--- src/rtl/spatial_sram_scheduler.sv ---
// Round-robin arbiter and row sequencer for the shared projection/item-memory
// SRAM read port; one modality burst at a time, responses steered to the owner.
module spatial_sram_scheduler #(
  parameter int ADDR_WIDTH = 8,
  parameter int MOD1_BASE  = 0,
  parameter int MOD1_LEN   = 64,
  parameter int MOD2_BASE  = 64,
  parameter int MOD2_LEN   = 64,
  parameter int MOD3_BASE  = 128,
  parameter int MOD3_LEN   = 64
) (
  input  logic                  Clk_CI,
  input  logic                  Reset_RI,
  input  logic [2:0]            Req_SI,
  output logic [2:0]            Grant_SO,
  output logic [2:0]            Done_SO,
  output logic                  Busy_SO,
  output logic                  SramValid_SO,
  input  logic                  SramReady_SI,
  output logic [ADDR_WIDTH-1:0] SramAddr_DO,
  input  logic                  SramRspValid_SI,
  output logic                  SramRspReady_SO,
  output logic [2:0]            RspValid_SO,
  input  logic [2:0]            RspReady_SI,
  output logic [ADDR_WIDTH-1:0] Index_DO,
  output logic                  Last_SO,
  output logic [1:0]            DbgState_DO
);

  // Handshakes: a transfer happens on a rising edge where valid and ready are
  // both high; valid never depends on ready, and once raised, valid and its
  // payload (address / index / last) hold until that transfer.

  typedef enum logic [1:0] {
    IDLE = 2'd0,
    REQ  = 2'd1,
    WAIT = 2'd2,
    DONE = 2'd3
  } state_e;

  localparam logic [ADDR_WIDTH-1:0] BASE1 = ADDR_WIDTH'(MOD1_BASE);
  localparam logic [ADDR_WIDTH-1:0] BASE2 = ADDR_WIDTH'(MOD2_BASE);
  localparam logic [ADDR_WIDTH-1:0] BASE3 = ADDR_WIDTH'(MOD3_BASE);
  // Store LEN-1 so a full 2^ADDR_WIDTH-row window still fits in the register.
  localparam logic [ADDR_WIDTH-1:0] LAST1 = ADDR_WIDTH'(MOD1_LEN - 1);
  localparam logic [ADDR_WIDTH-1:0] LAST2 = ADDR_WIDTH'(MOD2_LEN - 1);
  localparam logic [ADDR_WIDTH-1:0] LAST3 = ADDR_WIDTH'(MOD3_LEN - 1);

  state_e                  state_q, state_d;
  logic [1:0]              ptr_q, ptr_next;
  logic [2:0]              grant_q, pick;
  logic [ADDR_WIDTH-1:0]   count_q, base_q, last_q;
  logic [ADDR_WIDTH-1:0]   base_sel, last_sel;
  logic                    is_last, req_hs, rsp_hs;

  // Rotating priority: first requester at or above ptr, wrapping mod 3.
  always_comb begin
    pick = 3'b000;
    unique case (ptr_q)
      2'd1: begin
        if      (Req_SI[1]) pick = 3'b010;
        else if (Req_SI[2]) pick = 3'b100;
        else if (Req_SI[0]) pick = 3'b001;
      end
      2'd2: begin
        if      (Req_SI[2]) pick = 3'b100;
        else if (Req_SI[0]) pick = 3'b001;
        else if (Req_SI[1]) pick = 3'b010;
      end
      default: begin
        if      (Req_SI[0]) pick = 3'b001;
        else if (Req_SI[1]) pick = 3'b010;
        else if (Req_SI[2]) pick = 3'b100;
      end
    endcase
  end

  always_comb begin
    base_sel = BASE1;
    last_sel = LAST1;
    unique case (pick)
      3'b010: begin
        base_sel = BASE2;
        last_sel = LAST2;
      end
      3'b100: begin
        base_sel = BASE3;
        last_sel = LAST3;
      end
      default: begin
        base_sel = BASE1;
        last_sel = LAST1;
      end
    endcase
  end

  always_comb begin
    ptr_next = 2'd0;
    unique case (grant_q)
      3'b001:  ptr_next = 2'd1;
      3'b010:  ptr_next = 2'd2;
      default: ptr_next = 2'd0;
    endcase
  end

  assign is_last = (count_q == last_q);
  assign req_hs  = (state_q == REQ) && SramReady_SI;
  assign rsp_hs  = (state_q == WAIT) && SramRspValid_SI && |(grant_q & RspReady_SI);

  // State register
  always_ff @(posedge Clk_CI or posedge Reset_RI) begin
    if (Reset_RI) state_q <= IDLE;
    else          state_q <= state_d;
  end

  // Next-state logic
  always_comb begin
    state_d = state_q;
    unique case (state_q)
      IDLE:    if (|Req_SI) state_d = REQ;
      REQ:     if (req_hs)  state_d = WAIT;
      WAIT:    if (rsp_hs)  state_d = is_last ? DONE : REQ;
      DONE:    state_d = IDLE;
      default: state_d = IDLE;
    endcase
  end

  // Burst bookkeeping: grant, window and row counter
  always_ff @(posedge Clk_CI or posedge Reset_RI) begin
    if (Reset_RI) begin
      ptr_q   <= 2'd0;
      grant_q <= 3'b000;
      base_q  <= '0;
      last_q  <= '0;
      count_q <= '0;
    end else begin
      unique case (state_q)
        IDLE: begin
          if (|Req_SI) begin
            grant_q <= pick;
            base_q  <= base_sel;
            last_q  <= last_sel;
            count_q <= '0;
          end
        end
        WAIT: begin
          if (rsp_hs && !is_last) count_q <= count_q + 1'b1;
        end
        DONE: begin
          ptr_q   <= ptr_next;
          grant_q <= 3'b000;
        end
        default: ;
      endcase
    end
  end

  // Output logic
  always_comb begin
    SramValid_SO    = (state_q == REQ);
    SramAddr_DO     = base_q + count_q;
    RspValid_SO     = 3'b000;
    SramRspReady_SO = 1'b0;
    Last_SO         = 1'b0;
    Done_SO         = 3'b000;
    if (state_q == WAIT) begin
      RspValid_SO     = grant_q & {3{SramRspValid_SI}};
      SramRspReady_SO = |(grant_q & RspReady_SI);
      Last_SO         = is_last;
    end
    if (state_q == DONE) Done_SO = grant_q;
  end

  assign Grant_SO    = grant_q;
  assign Busy_SO     = (state_q != IDLE);
  assign Index_DO    = count_q;
  assign DbgState_DO = state_q;

endmodule

--- config.mk ---
export PLATFORM = sky130hd
export DESIGN_NAME = spatial_sram_scheduler
export DESIGN_NICKNAME = d
export VERILOG_FILES = /design/src/rtl/spatial_sram_scheduler.sv
export SDC_FILE = /design/constraint.sdc
export NUM_CORES = 1
export LEC_CHECK = 0
export CAP_MARGIN = 20
export CELL_PAD_IN_SITES_DETAIL_PLACEMENT = 0
export CELL_PAD_IN_SITES_GLOBAL_PLACEMENT = 1
export CORE_ASPECT_RATIO = 1.4
export CORE_MARGIN = 3
export CORE_UTILIZATION = 29
export CTS_BUF_LIST = sky130_fd_sc_hd__clkbuf_16
export CTS_CLUSTER_DIAMETER = 80
export DETAILED_ROUTE_END_ITERATION = 10
export GPL_TIMING_DRIVEN = 0
export PLACE_DENSITY_LB_ADDON = 0.1
export REMOVE_ABC_BUFFERS = 1
export SYNTH_ARGS = -nofsm -noshare
export SYNTH_HDL_FRONTEND = slang
export SYNTH_SLANG_ARGS = --single-unit
--- constraint.sdc ---
create_clock -name Clk_CI -period 1.7 [get_ports Clk_CI]
set_clock_uncertainty 0.2 [all_clocks]
set_input_delay 0.17 -clock Clk_CI [delete_from_list [all_inputs] [get_ports Clk_CI]]
set_output_delay 0.17 -clock Clk_CI [all_outputs]
set_load 0.005 [all_outputs]
==> Yosys cells after proc, flatten, opt, wreduce, memory -nomap -nowiden <==
Cells that the tools add are included.
{ "word_totals": {"ff_bits": 24, "output_inout_bits": 31, "inputBits": 10, "word_cells": 65} }
{ "classes": {"n_reduce_logical": 15, "bitwise": 2, "eq_ne": 14, "mux": 26, "add_sub_neg": 2} }
{ "ops": {"columns": ["op", "n"], "rows": [
  ["8-bit case mux with 2 select lines", 2],
  ["3-bit two-way mux", 9],
  ["8-bit two-way mux", 2],
  ["2-bit two-way mux", 6],
  ["3-bit case mux with 2 select lines", 2],
  ["8-bit by 1-bit adder with 8-bit output (second input constant)", 1],
  ["8-bit adder", 1],
  ["8-bit by 6-bit == test with 1-bit output", 1],
  ["2-bit case mux with 4 select lines", 1],
  ["3-bit AND", 2],
  ["2-bit == test (second input constant)", 3],
  ["3-bit by 2-bit == test with 1-bit output (second input constant)", 2],
  ["3-bit AND reduction", 2],
  ["2-bit nonzero test", 3],
  ["3-bit OR reduction", 2],
  ["2-bit by 1-bit == test with 1-bit output (second input constant)", 2],
  ["1-bit logical AND", 4],
  ["2-bit by 1-bit != test with 1-bit output (second input constant)", 2],
  ["2-bit != test (second input constant)", 2],
  ["2-bit case mux with 2 select lines", 1],
  ["2-bit AND reduction", 2],
  ["3-bit by 1-bit == test with 1-bit output (second input constant)", 1],
  ["3-bit == test (second input constant)", 1],
  ["1-bit two-way mux", 3],
  ["2 further kinds", 2]
]} }

==> Depth between registers and ports, before layout <==
{ "logic_depth": {"depth_word": 6, "ltp_mapped": 7, "mapped_depth_nobuf": 7} }

==> Worst setup path after synthesis <==
Ideal clock, no wire load.
{ "synth_path": {"kind": "reg2reg", "startpoint": "register count_q[2], in the netlist Index_DO[2]", "endpoint": "register count_q[6], in the netlist Index_DO[6]", "path_slack_ps": -190, "n_path_buf": 0, "arrival_ps": 1557, "path_stages_with_launch": 7, "setup_ps": 134, "required_time_ps": 1366, "cell_sequence": "dfrtp_1 > or4_1 > o32ai_1 > nand3_1 > clkinv_2 > nor4_1 > mux2i_1"} }
{ "synth_between": {"elab_chain_cells": 5, "elab_cells_between_ends": 8, "classes_between": "1 x add/sub; 2 x eq/ne; 2 x mux; 3 x reduce/logical"} }
{ "synth_rtl": {"columns": ["item", "line", "source"], "rows": [
  ["from (decl)", "52", "logic [ADDR_WIDTH-1:0] count_q, base_q, last_q;"],
  ["from (signal assigned)", "147", "if (rsp_hs && !is_last) count_q <= count_q + 1'b1;"],
  ["parallel branches: the longest is 5 deep, another holds 8-bit by 1-bit adder with 8-bit output", null, null]
]} }
Parallel ways; which one is timed is not known. The select of a mux whose other input is x is not followed.
A chain may end at the register's enable or synchronous reset.

==> Worst setup path in the final report <==
{ "layout_path": {"startpoint": "register last_q[0]", "endpoint": "output port Last_SO"} }
{ "layout_between": {"elab_chain_cells": 2} }
{ "layout_rtl": {"columns": ["item", "line", "source"], "rows": [
  ["from (decl)", "52", null],
  ["from (signal assigned)", "142", "last_q <= last_sel;"],
  ["8-bit by 6-bit == test with 1-bit output", "106", "assign is_last = (count_q == last_q);"],
  ["1-bit two-way mux", "166", "if (state_q == WAIT) begin"],
  ["to (decl)", "26", "output logic Last_SO,"]
]} }
Every way passes these cells.

==> impl_metrics.yaml <==
finish:
  layout-drive-gt1-share: 0.434
  final_area_um2: 2150
  diodes: 0
  area_growth_pct: 80.3
  final_common_cell: "clkdlybuf4s50_1"
  fin_nets: 220
  final_util: 0.564
  layout_common_cells: "clkdlybuf4s50_1 (28), buf_4 (19), nor2_1 (15)"
floorplanning:
  die_h_um: 81.8
  io_pins: 41
  initial_utilization: 0.313
  die_width_um: 60.2
  row_count: 26
  design.die.area_um2: 4920
  coreArea_um2: 3810
setup_path:
  cp-start-kind: "flop"
  critPathMaxStageDelay_ns: 0.55
  end_kind: "primary output"
  crit_chain: "or4_4 -> o32ai_4 -> nand3_2 -> buf_6 -> clkinv_4 -> buf_6"
  crit_arrival_ns: 1.72
  r2r_cells: 9
  required_ns: 1.33
  r2r-start: "Index_DO[4]"
  critical_path_buf_inv_count: 3
  critPathMaxFanout: 2
  cpMostUsedCell: "buf_6"
  rrSetupSlack_ns: -0.39
  path_class: "reg -> out"
  cp_slowest_cell: "or4_4"
  crit_family: "simple AND/OR/NAND/NOR gates"
  r2r_end: "Index_DO[4]"
clocking:
  h-tree-depth: 1
  clk_pin_slew_ns: 0.06
  cts_hold_buf: 0
  cts_root_buffer: "clkbuf_16"
  cts_buffer_depth: 2
  clock_latency_ns: 0.25
  cts_sinks: 18
  cts_buffers: 3
  tritoncts: "done"
sta:
  finalHoldViolations: 0
  rsz0062_at_grt: "yes"
  fin_hold_ws_ns: 0.152
  setup_slack_ns: -0.389
  slew_violations: 0
  setup_viol_count_final: 16
  timing.slew.headroom: 0.511
  fin_crit_ns: 2.09
  max_freq_ghz: 0.479
  worstMarginPinSlew_ns: 0.732
  post-route-period-util: 1.23
power_and_ir_drop:
  p_leak_uw: 0.000912
  p_clk_frac: 0.164
  switchingPower_uw: 1110
  internal_power_uw: 1840
  power_density_nw_per_um2: 1370
  netSwitchingFraction: 0.377
  seqPwrFrac: 0.221
  power_frac_comb: 0.615
  power_uw: 2950
  peakVddDrop_v: 0.000935
global_routing:
  gr-total-overflow: 0
  grt_max_degree: 19
  grt_pass1_vias: 1318
  grt_pass1_wl_um: 6250
  grtUsageTotal: 0.168
  antenna_found_initial: 0
yosys:
  synth_seq_area_share: 0.378
  synth_top_flop_cell: "dfrtp_1"
  ys_ff_latch: 18
  synth_top_area_cell: "dfrtp_1"
  synth_top_cell_area_share: 0.378
  avgSynthCellArea_um2: 8.57
  synth.area.top_cells: "dfrtp_1 (38%), nand2b_1 (4.7%), nor2_1 (4.7%)"
  async_reset_ff_frac: 1.00
  synth.cell_area_um2: 1190
  syn_inst: 139
  yosys_warnings: 0
  synth_cell_types: 40
  synth_edf_count: 0
place:
  place_area_um2: 1570
  place.gp.congestion: 0.766
  place_ws_ns: -0.769
  io_buffers: 40
  dp.final_hpwl_um: 2460
routing:
  drt_iter0_markers: 45
  vias_per_cell: 5.24
  post_drt_wl_per_cell_um: 16.1
  ant_nets: 0
  dr.pass1.iters: 4
  route.detailed.drc: 0
  vias: 1294
  wirelength_um: 3980
flow_run:
  maxCapViolCount: 0
hold_path:
  hold_path_class: "in -> async"
status:
  violations: "setup timing"
  outcome: "finished, violations left"
cell families (layout without fill, tap and decap cells):
logic type      after synthesis  in the layout  synth area share
compound gates               31             31             0.183
fa+ha+maj                     4              4            0.0420
simple gates                 61             61             0.267
xor+xnor                      2              2            0.0147
mux                           2              2            0.0168
buf+inv                      21             87            0.0987
flops                        18             18             0.378
flip-flops by register name, indices dropped and copies added, names as in the netlist:
signal,cells
ptr_q,2
Index_DO,8
last_q,1
base_q,2
Grant_SO,3
DbgState_DO,2
per-layer routing:
metal,share of wire,global-route usage,up-vias
met2,0.55,0.299,36
met5,0,0,-
li1,-,-,620
met4,0.023,0.0754,0
met3,0.032,0.0283,10
met1,0.39,0.192,628
per-stage QoR:
| stage | TNS (ns) | instances |
|---|---|---|
| final | -3.28 | 247 |
| after global placement | -9.24 | 212 |
| after global routing | -4.59 | 247 |
| after CTS | -3.32 | 242 |
| after detailed placement | -9.48 | 212 |
| after floorplan | -1.58 | 130 |
final cells by class:
cell class	count	area [um^2]
clock buffer	3	75.1
clock inverter	1	3.75
fill	340	1660
inverter	12	50.0
multi-input combinational	100	847
sequential	18	463
tap	42	52.6
timing repair buffer	71	656
power by group through the flow:
stage / logic, uW / clock network [uW] / registers, uW
finish: 1810 / 484 / 653
global route: 1980 / 513 / 671
CTS: 1650 / 489 / 646
detailed placement: 1000 / 0 / 709
global placement: 977 / 0 / 707
floorplan: 552 / 0 / 665
synthesized netlist by cell type, drive strengths merged (2+ instances only):
| library cell | count |
|---|---|
| or4 | 3 |
| o41ai | 4 |
| o31ai | 3 |
| nand2 | 13 |
| nor2b | 3 |
| mux2i | 2 |
| nor4b | 2 |
| ha | 4 |
| dfrtp | 18 |
| a21oi | 6 |
| a31o | 2 |
| nand3 | 5 |
| and3 | 2 |
| nor3 | 2 |
| o21ai | 6 |
| nand2b | 9 |
| a211oi | 2 |
| nor2 | 16 |
| xnor2 | 2 |
| inv | 11 |
| buf | 9 |
worst register-to-register path, cell delays in order (launching register included):
cell and delay [ns]:
dfrtp_2 0.40, buf_4 0.17, nand3_4 0.09, o32ai_4 0.10
nand3_2 0.11, buf_6 0.11, clkinv_4 0.05, buf_4 0.16
o41ai_1 0.45, a21oi_1 0.12
worst max path at each step:
| stage | startpoint | to | slack [ns] | cells past startpoint |
|---|---|---|---|---|
| CTS | last_q[0] | Last_SO | -0.42 | 6 |
| floorplan | Index_DO[2] | Index_DO[3] | -0.22 | 6 |
| detailed placement | Index_DO[2] | Last_SO | -0.77 | 5 |
| finish | last_q[0] | Last_SO | -0.39 | 6 |
| global route | Index_DO[4] | Index_DO[4] | -0.50 | 9 |
| global placement | Index_DO[2] | Last_SO | -0.79 | 5 |
repair_timing:
| action | 4_1_cts | 5_1_grt |
|---|---|---|
| gates resized for setup | 81 | 32 |
| pin swaps | 12 | 14 |
| buffers inserted | 30 | 7 |
| setup endpoints to repair | 28 | 25 |
Power figures use the tool's default switching activity.
